### src/rtl/rom_sequencer_if.sv
// Purpose : key-flag, ROM and display-side signal bundle of the ROM address sequencer.
// Latency : none, wires only.
// Backpres: none; key flags are single-cycle pulses and the ROM always answers.
// Ports   : slave  = sequencer view (keys and rom_q in; rom_addr, data_out, data_valid, mode out)
//           master = environment view (key filter, ROM and display driver), directions mirrored.
interface rom_sequencer_if #(
  parameter int ADDR_W = 8,
  parameter int DATA_W = 8
);
  logic              key_up_flag;
  logic              key_down_flag;
  logic              key_mode_flag;
  logic [DATA_W-1:0] rom_q;
  logic [ADDR_W-1:0] rom_addr;
  logic [DATA_W-1:0] data_out;
  logic              data_valid;
  logic [1:0]        mode;

  modport slave (
    input  key_up_flag, key_down_flag, key_mode_flag, rom_q,
    output rom_addr, data_out, data_valid, mode
  );

  modport master (
    output key_up_flag, key_down_flag, key_mode_flag, rom_q,
    input  rom_addr, data_out, data_valid, mode
  );
endinterface

### src/rtl/rom_sequencer.sv
// Purpose : ROM address sequencer (manual / auto-up / auto-down within [ADDR_MIN, ADDR_MAX])
//           with latency-matched capture of the ROM read data.
// Latency : data_out/data_valid follow a rom_addr change by RD_LAT+1 clocks.
// Backpres: none; every address change produces its own data_valid strobe, in order.
// Ports   : sys_clk, sys_rst (synchronous, active-high) plain;
//           bus (rom_sequencer_if.slave): key_*_flag, rom_q in; rom_addr, data_out, data_valid, mode out.
module rom_sequencer #(
  parameter int ADDR_W   = 8,
  parameter int DATA_W   = 8,
  parameter int ADDR_MIN = 0,
  parameter int ADDR_MAX = 2**ADDR_W - 1,
  parameter int TICK_MAX = 49_999_999,
  parameter int RD_LAT   = 1
) (
  input  logic           sys_clk,
  input  logic           sys_rst,
  rom_sequencer_if.slave bus
);

  typedef enum logic [1:0] {
    MODE_MANUAL    = 2'b00,
    MODE_AUTO_UP   = 2'b01,
    MODE_AUTO_DOWN = 2'b10
  } mode_e;

  localparam int                TICK_W    = (TICK_MAX > 0) ? $clog2(TICK_MAX + 1) : 1;
  localparam logic [TICK_W-1:0] TICK_LAST = TICK_W'(TICK_MAX);
  localparam logic [ADDR_W-1:0] MIN_A     = ADDR_W'(ADDR_MIN);
  localparam logic [ADDR_W-1:0] MAX_A     = ADDR_W'(ADDR_MAX);
  // Window top in the widened domain so the +1 carry out of ADDR_W bits is seen.
  localparam logic [ADDR_W:0]   MAX_X     = (ADDR_W + 1)'(ADDR_MAX);

  // ---------------------------------------------------------------------------
  // State
  // ---------------------------------------------------------------------------
  mode_e             r_mode;
  logic [TICK_W-1:0] r_tick;
  logic [ADDR_W-1:0] r_addr;
  logic              r_req;       // post-reset read request still to be issued
  logic [RD_LAT:0]   r_stb;       // read strobes in flight toward the capture stage
  logic [DATA_W-1:0] r_dat;
  logic              r_vld;

  // ---------------------------------------------------------------------------
  // Key decode and step decision
  // ---------------------------------------------------------------------------
  logic              w_key_up;
  logic              w_key_dn;
  logic              w_tick_wrap;
  logic              w_step;
  logic              w_step_up;
  logic [ADDR_W:0]   w_inc;
  logic [ADDR_W:0]   w_dec;
  logic [ADDR_W-1:0] w_addr_up;
  logic [ADDR_W-1:0] w_addr_dn;
  logic              w_push;

  // Up and down in the same cycle cancel each other in every mode.
  assign w_key_up    = bus.key_up_flag   & ~bus.key_down_flag;
  assign w_key_dn    = bus.key_down_flag & ~bus.key_up_flag;
  assign w_tick_wrap = (r_tick == TICK_LAST);

  // Neighbour addresses, computed one bit wider so neither carry nor borrow is lost.
  assign w_inc = {1'b0, r_addr} + (ADDR_W + 1)'(1);
  assign w_dec = {1'b0, r_addr} - (ADDR_W + 1)'(1);

  assign w_addr_up = (w_inc > MAX_X) ? MIN_A : w_inc[ADDR_W-1:0];
  assign w_addr_dn = ((r_addr == MIN_A) || w_dec[ADDR_W]) ? MAX_A : w_dec[ADDR_W-1:0];

  // A mode key swallows any up/down in the same cycle. In the auto modes a
  // direction key only restarts the period, so a step needs a quiet cycle.
  always_comb begin
    w_step    = 1'b0;
    w_step_up = 1'b0;
    if (!bus.key_mode_flag) begin
      case (r_mode)
        MODE_MANUAL: begin
          if (w_key_up) begin
            w_step    = 1'b1;
            w_step_up = 1'b1;
          end else if (w_key_dn) begin
            w_step    = 1'b1;
          end
        end
        MODE_AUTO_UP: begin
          if (!w_key_up && !w_key_dn && w_tick_wrap) begin
            w_step    = 1'b1;
            w_step_up = 1'b1;
          end
        end
        MODE_AUTO_DOWN: begin
          if (!w_key_up && !w_key_dn && w_tick_wrap) begin
            w_step    = 1'b1;
          end
        end
        default: begin
          w_step    = 1'b0;
          w_step_up = 1'b0;
        end
      endcase
    end
  end

  // The deferred post-reset request and a real address step collapse into one
  // strobe: both ask for the word at the address registered on this edge.
  assign w_push = r_req | w_step;

  // ---------------------------------------------------------------------------
  // Mode FSM, address register, tick counter and read pipeline
  // ---------------------------------------------------------------------------
  always_ff @(posedge sys_clk) begin
    if (sys_rst) begin
      r_mode <= MODE_MANUAL;
      r_tick <= '0;
      r_addr <= MIN_A;
      r_req  <= 1'b1;
      r_stb  <= '0;
      r_dat  <= '0;
      r_vld  <= 1'b0;
    end else begin
      r_req <= 1'b0;

      // Strobe exits RD_LAT+1 edges after entry; by then the ROM has presented
      // the word for the address that was registered together with the push.
      r_stb <= {r_stb[RD_LAT-1:0], w_push};
      r_vld <= r_stb[RD_LAT];
      if (r_stb[RD_LAT]) begin
        r_dat <= bus.rom_q;
      end

      if (w_step) begin
        r_addr <= w_step_up ? w_addr_up : w_addr_dn;
      end

      if (bus.key_mode_flag) begin
        r_tick <= '0;
        case (r_mode)
          MODE_MANUAL:  r_mode <= MODE_AUTO_UP;
          MODE_AUTO_UP: r_mode <= MODE_AUTO_DOWN;
          default:      r_mode <= MODE_MANUAL;
        endcase
      end else begin
        case (r_mode)
          MODE_MANUAL: begin
            r_tick <= '0;
          end
          MODE_AUTO_UP: begin
            if (w_key_dn) begin
              r_mode <= MODE_AUTO_DOWN;
              r_tick <= '0;
            end else if (w_key_up) begin
              r_tick <= '0;
            end else if (w_tick_wrap) begin
              r_tick <= '0;
            end else begin
              r_tick <= r_tick + TICK_W'(1);
            end
          end
          MODE_AUTO_DOWN: begin
            if (w_key_up) begin
              r_mode <= MODE_AUTO_UP;
              r_tick <= '0;
            end else if (w_key_dn) begin
              r_tick <= '0;
            end else if (w_tick_wrap) begin
              r_tick <= '0;
            end else begin
              r_tick <= r_tick + TICK_W'(1);
            end
          end
          default: begin
            // Encoding 11 is never entered deliberately; fall back to manual.
            r_mode <= MODE_MANUAL;
            r_tick <= '0;
          end
        endcase
      end
    end
  end

  // ---------------------------------------------------------------------------
  // Outputs (all registered)
  // ---------------------------------------------------------------------------
  assign bus.rom_addr   = r_addr;
  assign bus.data_out   = r_dat;
  assign bus.data_valid = r_vld;
  assign bus.mode       = r_mode;

endmodule
### src/flat_wrapper.sv
// flat-port wrapper written by rule: the top's interface ports become plain ports
module rom_sequencer_flat 
#(
  parameter int ADDR_W   = 8,
  parameter int DATA_W   = 8,
  parameter int ADDR_MIN = 0,
  parameter int ADDR_MAX = 2**ADDR_W - 1,
  parameter int TICK_MAX = 49_999_999,
  parameter int RD_LAT   = 1
)
  (sys_clk, sys_rst, bus_key_up_flag, bus_key_down_flag, bus_key_mode_flag, bus_rom_q, bus_rom_addr, bus_data_out, bus_data_valid, bus_mode);
  rom_sequencer_if #(.ADDR_W(ADDR_W), .DATA_W(DATA_W)) bus_i ();
  input  logic sys_clk;
  input  logic sys_rst;
  input wire logic [$bits(bus_i.key_up_flag)-1:0] bus_key_up_flag;
  input wire logic [$bits(bus_i.key_down_flag)-1:0] bus_key_down_flag;
  input wire logic [$bits(bus_i.key_mode_flag)-1:0] bus_key_mode_flag;
  input wire logic [$bits(bus_i.rom_q)-1:0] bus_rom_q;
  output wire logic [$bits(bus_i.rom_addr)-1:0] bus_rom_addr;
  output wire logic [$bits(bus_i.data_out)-1:0] bus_data_out;
  output wire logic [$bits(bus_i.data_valid)-1:0] bus_data_valid;
  output wire logic [$bits(bus_i.mode)-1:0] bus_mode;
  assign bus_i.key_up_flag = bus_key_up_flag;
  assign bus_i.key_down_flag = bus_key_down_flag;
  assign bus_i.key_mode_flag = bus_key_mode_flag;
  assign bus_i.rom_q = bus_rom_q;
  assign bus_rom_addr = bus_i.rom_addr;
  assign bus_data_out = bus_i.data_out;
  assign bus_data_valid = bus_i.data_valid;
  assign bus_mode = bus_i.mode;
  rom_sequencer #(.ADDR_W(ADDR_W), .DATA_W(DATA_W), .ADDR_MIN(ADDR_MIN), .ADDR_MAX(ADDR_MAX), .TICK_MAX(TICK_MAX), .RD_LAT(RD_LAT)) u_core (.sys_clk(sys_clk), .sys_rst(sys_rst), .bus(bus_i));
endmodule
### config.mk
export PLATFORM = sky130hd
export DESIGN_NAME = rom_sequencer_flat
export DESIGN_NICKNAME = d
export VERILOG_FILES = /design/src/rtl/rom_sequencer_if.sv /design/src/rtl/rom_sequencer.sv /design/src/flat_wrapper.sv
export SDC_FILE = /design/constraint.sdc
export NUM_CORES = 1
export LEC_CHECK = 0
export ABC_AREA = 1
export CORE_MARGIN = 2
export CORE_UTILIZATION = 55
export DETAILED_ROUTE_END_ITERATION = 8
export PLACE_DENSITY_LB_ADDON = 0.05
export SLEW_MARGIN = 15
export SYNTH_ARGS = -nofsm -noshare
export SYNTH_HDL_FRONTEND = slang
export SYNTH_SLANG_ARGS = --single-unit
### constraint.sdc
create_clock -name sys_clk -period 3.2 [get_ports sys_clk]
set_input_delay 0.64 -clock sys_clk [delete_from_list [all_inputs] [get_ports sys_clk]]
set_output_delay 0.64 -clock sys_clk [all_outputs]
set_load 0.02 [all_outputs]
==> impl_metrics.py, run 1 <==
metrics = {
    "clock_network": {
        "cts_setup_buffers": 0,
        "clock-root-buffer": "clkbuf_8",
        "cts_hold_buf": 0,
        "numCtsBuffers": 5,
        "cts_sinks": 48,
        "cts_buffer_depth": 2,
        "cts_tree": "done",
        "clk_pin_slew_ns": 0.10,
        "htreeDepth": 2,
        "cts_resized": 0,
        "clk_latency_ns": 0.31,
    },
    "power_and_ir_drop": {
        "p_per_area_nw_per_um2": 464,
        "netSwitchingFraction_pct": 28.3,
        "power_frac_comb_pct": 19.8,
        "irDropWorstVdd_mv": 0.328,
        "p_int_mw": 1.06,
        "pwr-share-seq_pct": 44.2,
        "clkPwrFrac_pct": 36.0,
        "p_leak_nw": 1.28,
        "p_switching_mw": 0.416,
    },
    "place": {
        "placement.io_buffers": 31,
        "hpwl_microns": 4230,
        "place_inst": 477,
        "gp_congestion": 0.889,
    },
    "die": {
        "die_area_sq_um": 5410,
        "fp.dieW_microns": 73.6,
        "die_y_microns": 73.6,
        "rows": 25,
        "io_pins": 32,
        "initial_core_util_pct": 56.7,
        "coreArea_sq_um": 4690,
    },
    "yosys": {
        "synth_top_family_by_area": "simple AND/OR/NAND/NOR gates",
        "seq_area_frac_synth_pct": 36.1,
        "syn_area_sq_um": 2660,
        "muxShareOfSynthArea_pct": 0,
        "synth.distinct_cells": 31,
        "synthesis.nets": 419,
        "synth_adder_area_share_pct": 5.64,
        "synthCells": 394,
        "synthSimpleGateAreaFrac_pct": 34.4,
        "synth-compound-area-share_pct": 11.7,
        "synth_seq_cells": 48,
        "yosysWarnings": 0,
        "synth_xor_area_share_pct": 2.63,
        "postSynthAreaPerCell_sq_um": 6.76,
    },
    "global_routing": {
        "grt_use_total_pct": 22.1,
        "grt_util_met2_pct": 37.9,
        "busiest_layer": "met2",
        "grt_first_pass_wirelength_microns": 9480,
        "antenna_found_initial": 0,
        "use_met1_pct": 28.4,
        "grt_pass1_vias": 2221,
        "grt_remaining_overflow": 0,
        "use_met3_pct": 4.12,
        "grt_max_degree": 17,
    },
    "critical_path": {
        "cp_data_required_time_ns": 3.45,
        "worstSetupPathType": "input pin to register",
        "r2r_cells": 11,
        "path_common_cell": "inv_1",
        "crit_path_max_fanout": 7,
        "ff2ff_setup_slack_ns": 1.17,
        "rr_startpoint": "u_core.bus.rom_addr[0]",
        "critical-path-max-stage-delay_ns": 0.48,
        "arrival_ns": 2.48,
        "cp-start-kind": "input pin",
        "cpMaxStageDelayCell": "clkdlybuf4s50_1",
        "critPathBufInv": 3,
        "crit_chain": "clkdlybuf4s50_1 -> inv_1 -> ha_1 -> nor4_1 -> nand2_1 -> inv_1 -> o21ai_0 -> a21oi_1",
        "r2r_end": "u_core.bus.rom_addr[0]",
        "critical-path-top-delay-family": "buffers and inverters",
        "end_kind": "register",
    },
    "sta": {
        "relSlewSlack_pct": 73.6,
        "rsz0062_at_grt": "no",
        "maxSlewViolCount": 0,
        "fmax_mhz": 448,
        "setup_viol": 0,
        "skew_ns": 0.0109,
        "post-route-min-period_ns": 2.23,
        "finalCritPeriodShare_pct": 69.8,
        "hold_viol": 0,
        "tns_ns": 0,
        "worstMarginPinSlew_ns": 0.393,
    },
    "finish": {
        "final_util_pct": 67.5,
        "area_delta_synth_final_pct": 19.0,
        "layout.cells.most_common_list": "71 x nand2_1, 68 x nor2_1, 59 x inv_1",
        "diodes": 0,
        "layout_commonest_cell": "nand2_1",
        "drive_above_1_share_pct": 6.03,
        "nNetsFinal": 455,
        "final_cells": 485,
    },
    "worst_hold_path": {
        "hold_class": "register to register",
        "hold_end": "u_core.r_stb[1]",
        "min_from": "u_core.r_stb[0]",
        "hold_path_depth": 2,
    },
    "detailed_routing": {
        "wirelength_microns": 5540,
        "firstDrtPassIters": 4,
        "post-route-drc-count": 0,
        "antenna_left": 0,
        "drtIter0Drc": 111,
        "vias_per_cell": 5.18,
        "vias": 2511,
        "wl_per_cell_microns": 11.4,
    },
    "status": {
        "outcome": "finished, final reports clean",
    },
    "run": {
        "maxCapViolCount": 0,
    },
}
[Yosys cell counts (all sizes together)]
| cell | n | area share, % |
|---|---|---|
| xnor2 | 2 | 0.66 |
| o21a | 1 | 0.28 |
| o21ai | 25 | 4.7 |
| ha | 12 | 5.6 |
| dfxtp | 48 | 36 |
| inv | 59 | 8.3 |
| a221oi | 1 | 0.33 |
| xor2 | 6 | 2.0 |
| o22ai | 1 | 0.24 |
| and2 | 1 | 0.24 |
| nand2 | 76 | 11 |
| nor3 | 12 | 2.4 |
| nand3 | 23 | 4.3 |
| nor3b | 2 | 0.56 |
| a31oi | 3 | 0.70 |
| buf | 3 | 0.80 |
| nand4 | 10 | 2.3 |
| a21o | 1 | 0.28 |
| clkbuf | 1 | 0.14 |
| nor2 | 76 | 12 |
| clkinv | 2 | 0.28 |
| nor4 | 4 | 1.5 |
| a21oi | 25 | 5.1 |
[cell families after synthesis]
logic type,after synthesis
AOI/OAI and AO/OA,57
adders and majority gates,12
buffers and inverters,65
DFF,48
xor gates and xnor gates,8
and+or+nand+nor,204
[state kept, by name, summed over array words and instances, names as in the netlist]
name,flops
u_core.bus.data_out,8
u_core.bus.data_valid,1
u_core.bus.mode,2
u_core.bus.rom_addr,8
u_core.r_stb,2
u_core.r_req,1
u_core.r_tick,26
[metrics by stage]
step           setup WS (ns)  instance area [sq um]  hold WS [ns]  total power [mW]
3_3_place_gp           0.697                   3030         0.392             0.948
3_5_place_dp           0.642                   3030         0.409             0.952
5_1_grt                0.794                   3170         0.438              1.53
6_report               0.966                   3170         0.423              1.47
4_1_cts                0.974                   3170         0.422              1.48
2_1_floorplan           1.36                   2660         0.388             0.851
[how the worst max path moves through the flow]
stage	from	end	slack, ns	cells past startpoint
3_3_place_gp	bus_key_down_flag	u_core.r_tick[18]	0.70	8
5_1_grt	bus_key_down_flag	u_core.r_tick[18]	0.79	8
4_1_cts	bus_key_down_flag	u_core.r_tick[18]	0.97	8
6_report	bus_key_down_flag	u_core.r_tick[18]	0.97	8
2_1_floorplan	u_core.bus.mode[0]	u_core.r_tick[18]	1.36	8
3_5_place_dp	bus_key_down_flag	u_core.r_tick[18]	0.64	8
[worst reg2reg max path, cell delays in order (launching register included)]
cell and delay (ns):
dfxtp_1 0.46, inv_1 0.18, ha_1 0.34, nand2_1 0.06
nor2_1 0.11, nand3_1 0.12, nor2_1 0.11, nand2_1 0.07
nand2_1 0.12, inv_1 0.12, a21oi_1 0.16, a21oi_1 0.08
[metal layers]
| metal | vias to the layer above | part of all wire [%] |
|---|---|---|
| li1 | 1343 | - |
| met1 | 1125 | 48 |
| met2 | 38 | 48 |
| met3 | 5 | 3.2 |
| met4 | 0 | 1.0 |
| met5 | - | 0 |
[power by group through the flow]
| stage | sequential (mW) | clock, mW | combinational [mW] |
|---|---|---|---|
| floorplan | 0.682 | 0 | 0.170 |
| global placement | 0.663 | 0 | 0.285 |
| detailed placement | 0.664 | 0 | 0.288 |
| CTS | 0.650 | 0.539 | 0.290 |
| global route | 0.654 | 0.558 | 0.322 |
| finish | 0.650 | 0.529 | 0.291 |
[final cells by class]
type | instances | area, sq um
tap | 54 | 67.6
timing repair buffer | 33 | 325
multi-input combinational | 281 | 1450
sequential | 48 | 961
clock inverter | 3 | 68.8
inverter | 61 | 229
clock buffer | 5 | 68.8
fill | 409 | 1520
Power figures use the tool's default switching activity.
==> inputs of run 2 (changes only) <==
- CORE_UTILIZATION: 55 -> 50
- clock period: 3.2 -> 2 ns (I/O delays scaled with it)
==> impl_metrics.py, run 2 (synthesized netlist as in run 1, its figures left out) <==
metrics = {
    "place": {
        "placement.io_buffers": 31,
        "gp_congestion": 0.885,
        "place_inst": 509,
        "hpwl_microns": 4480,
        "place_area_sq_um": 3170,
    },
    "die": {
        "fp.dieW_microns": 77.0,
        "io_pins": 32,
        "die_y_microns": 77.0,
        "initial_core_util_pct": 52.1,
        "rows": 26,
        "coreArea_sq_um": 5110,
        "die_area_sq_um": 5930,
    },
    "clock_network": {
        "cts_hold_buf": 0,
        "htreeDepth": 2,
        "cts_sinks": 48,
        "cts_buffer_depth": 2,
        "cts_tree": "done",
        "numCtsBuffers": 5,
        "clk_pin_slew_ns": 0.09,
        "clk_latency_ns": 0.30,
        "clock-root-buffer": "clkbuf_8",
    },
    "finish": {
        "largest_register": "u_core.r_tick",
        "nNetsFinal": 474,
        "largest_reg_flops": 26,
        "final_cells": 520,
        "layout.cells.most_common_list": "69 x nand2_1, 67 x nor2_1, 58 x inv_1",
        "area_delta_synth_final_pct": 25.2,
        "final_area_sq_um": 3330,
        "diodes": 0,
        "layout_commonest_cell": "nand2_1",
        "drive_above_1_share_pct": 11.8,
    },
    "sta": {
        "maxSlewViolCount": 0,
        "setup_viol": 0,
        "finalCritPeriodShare_pct": 92.3,
        "worstMarginPinSlew_ns": 0.396,
        "skew_ns": 0.00349,
        "fmax_mhz": 542,
        "hold_viol": 0,
        "rsz0062_at_grt": "yes",
        "tns_ns": 0,
        "relSlewSlack_pct": 73.4,
        "post-route-min-period_ns": 1.85,
    },
    "power_and_ir_drop": {
        "pwr-share-seq_pct": 45.2,
        "p_switching_mw": 0.666,
        "clkPwrFrac_pct": 32.5,
        "total_power_mw": 2.29,
        "p_leak_nw": 1.37,
        "power_frac_comb_pct": 22.3,
        "p_int_mw": 1.62,
        "netSwitchingFraction_pct": 29.1,
        "irDropWorstVdd_mv": 0.550,
        "p_per_area_nw_per_um2": 687,
    },
    "critical_path": {
        "cp_data_required_time_ns": 2.19,
        "ff2ff_setup_slack_ns": 0.15,
        "worstSetupPathType": "register to register",
        "crit_path_max_fanout": 5,
        "cp-start-kind": "register",
        "end_kind": "register",
        "arrival_ns": 2.04,
    },
    "detailed_routing": {
        "antenna_left": 0,
        "wirelength_microns": 5960,
        "vias_per_cell": 4.93,
        "post-route-drc-count": 0,
        "vias": 2566,
        "drtIter0Drc": 152,
        "firstDrtPassIters": 4,
        "wl_per_cell_microns": 11.5,
    },
    "global_routing": {
        "grt_remaining_overflow": 0,
        "grt_pass1_vias": 2521,
        "antenna_found_initial": 0,
        "grt_first_pass_wirelength_microns": 10600,
        "grt_use_total_pct": 21.3,
        "grt_max_degree": 16,
    },
    "worst_hold_path": {
        "hold_class": "register to register",
    },
    "run": {
        "maxCapViolCount": 0,
    },
    "status": {
        "outcome": "finished, final reports clean",
    },
}
## run 2: through the flow
stage / setup WS, ns / hold slack [ns] / utilization [%]
6_report: 0.154 / 0.413 / 65.3
4_1_cts: 0.0713 / 0.412 / 64.5
3_5_place_dp: -0.222 / 0.403 / 62.1
5_1_grt: -0.0115 / 0.436 / 65.3
3_3_place_gp: -0.154 / 0.390 / 62.1
2_1_floorplan: 0.157 / 0.388 / -
## run 2: final timing paths
path,end,startpoint,cells past startpoint
min reg2reg,u_core.r_stb[1],u_core.r_stb[0],2
min,u_core.r_stb[1],u_core.r_stb[0],2
max reg2reg,u_core.bus.rom_addr[0],u_core.bus.rom_addr[1],12
max,u_core.bus.rom_addr[0],u_core.bus.rom_addr[1],12
## run 2: metal layers
layer  track usage (%)  part of all wire [%]  vias up
met5                 0                     0        -
met2              38.7                    50       54
met4              5.36                  0.65        0
li1                  -                     -     1371
met3              4.00                   3.8        6
met1              25.9                    46     1135
## run 2: cell type report
| type | instances | area, sq um |
|---|---|---|
| timing repair buffer | 51 | 460 |
| sequential | 48 | 965 |
| clock inverter | 2 | 38.8 |
| inverter | 61 | 229 |
| clock buffer | 6 | 82.6 |
| tap | 70 | 87.6 |
| multi-input combinational | 282 | 1470 |
| fill | 449 | 1770 |
## run 2: critical path, stage by stage (launching register included)
cell	delay (ns)
dfxtp_1	0.34
buf_4	0.16
ha_1	0.18
nor2_1	0.10
nand2_1	0.06
nor2_1	0.14
nand3_1	0.13
nor2_1	0.10
nand2_1	0.07
nand2_1	0.10
inv_1	0.11
a21oi_1	0.17
a21oi_1	0.07
## run 2: power by group through the flow
| stage | sequential [mW] | clock (mW) | combinational, mW |
|---|---|---|---|
| after floorplan | 1.09 | 0 | 0.271 |
| after global placement | 1.05 | 0 | 0.496 |
| after detailed placement | 1.05 | 0 | 0.500 |
| after CTS | 1.03 | 0.755 | 0.504 |
| after global routing | 1.04 | 0.814 | 0.568 |
| final | 1.03 | 0.743 | 0.511 |
## run 2: timing repair
action / CTS / global route
setup buffers: 0 / 2
resized for setup: 0 / 10
endpoints found under the setup margin: 0 / 22
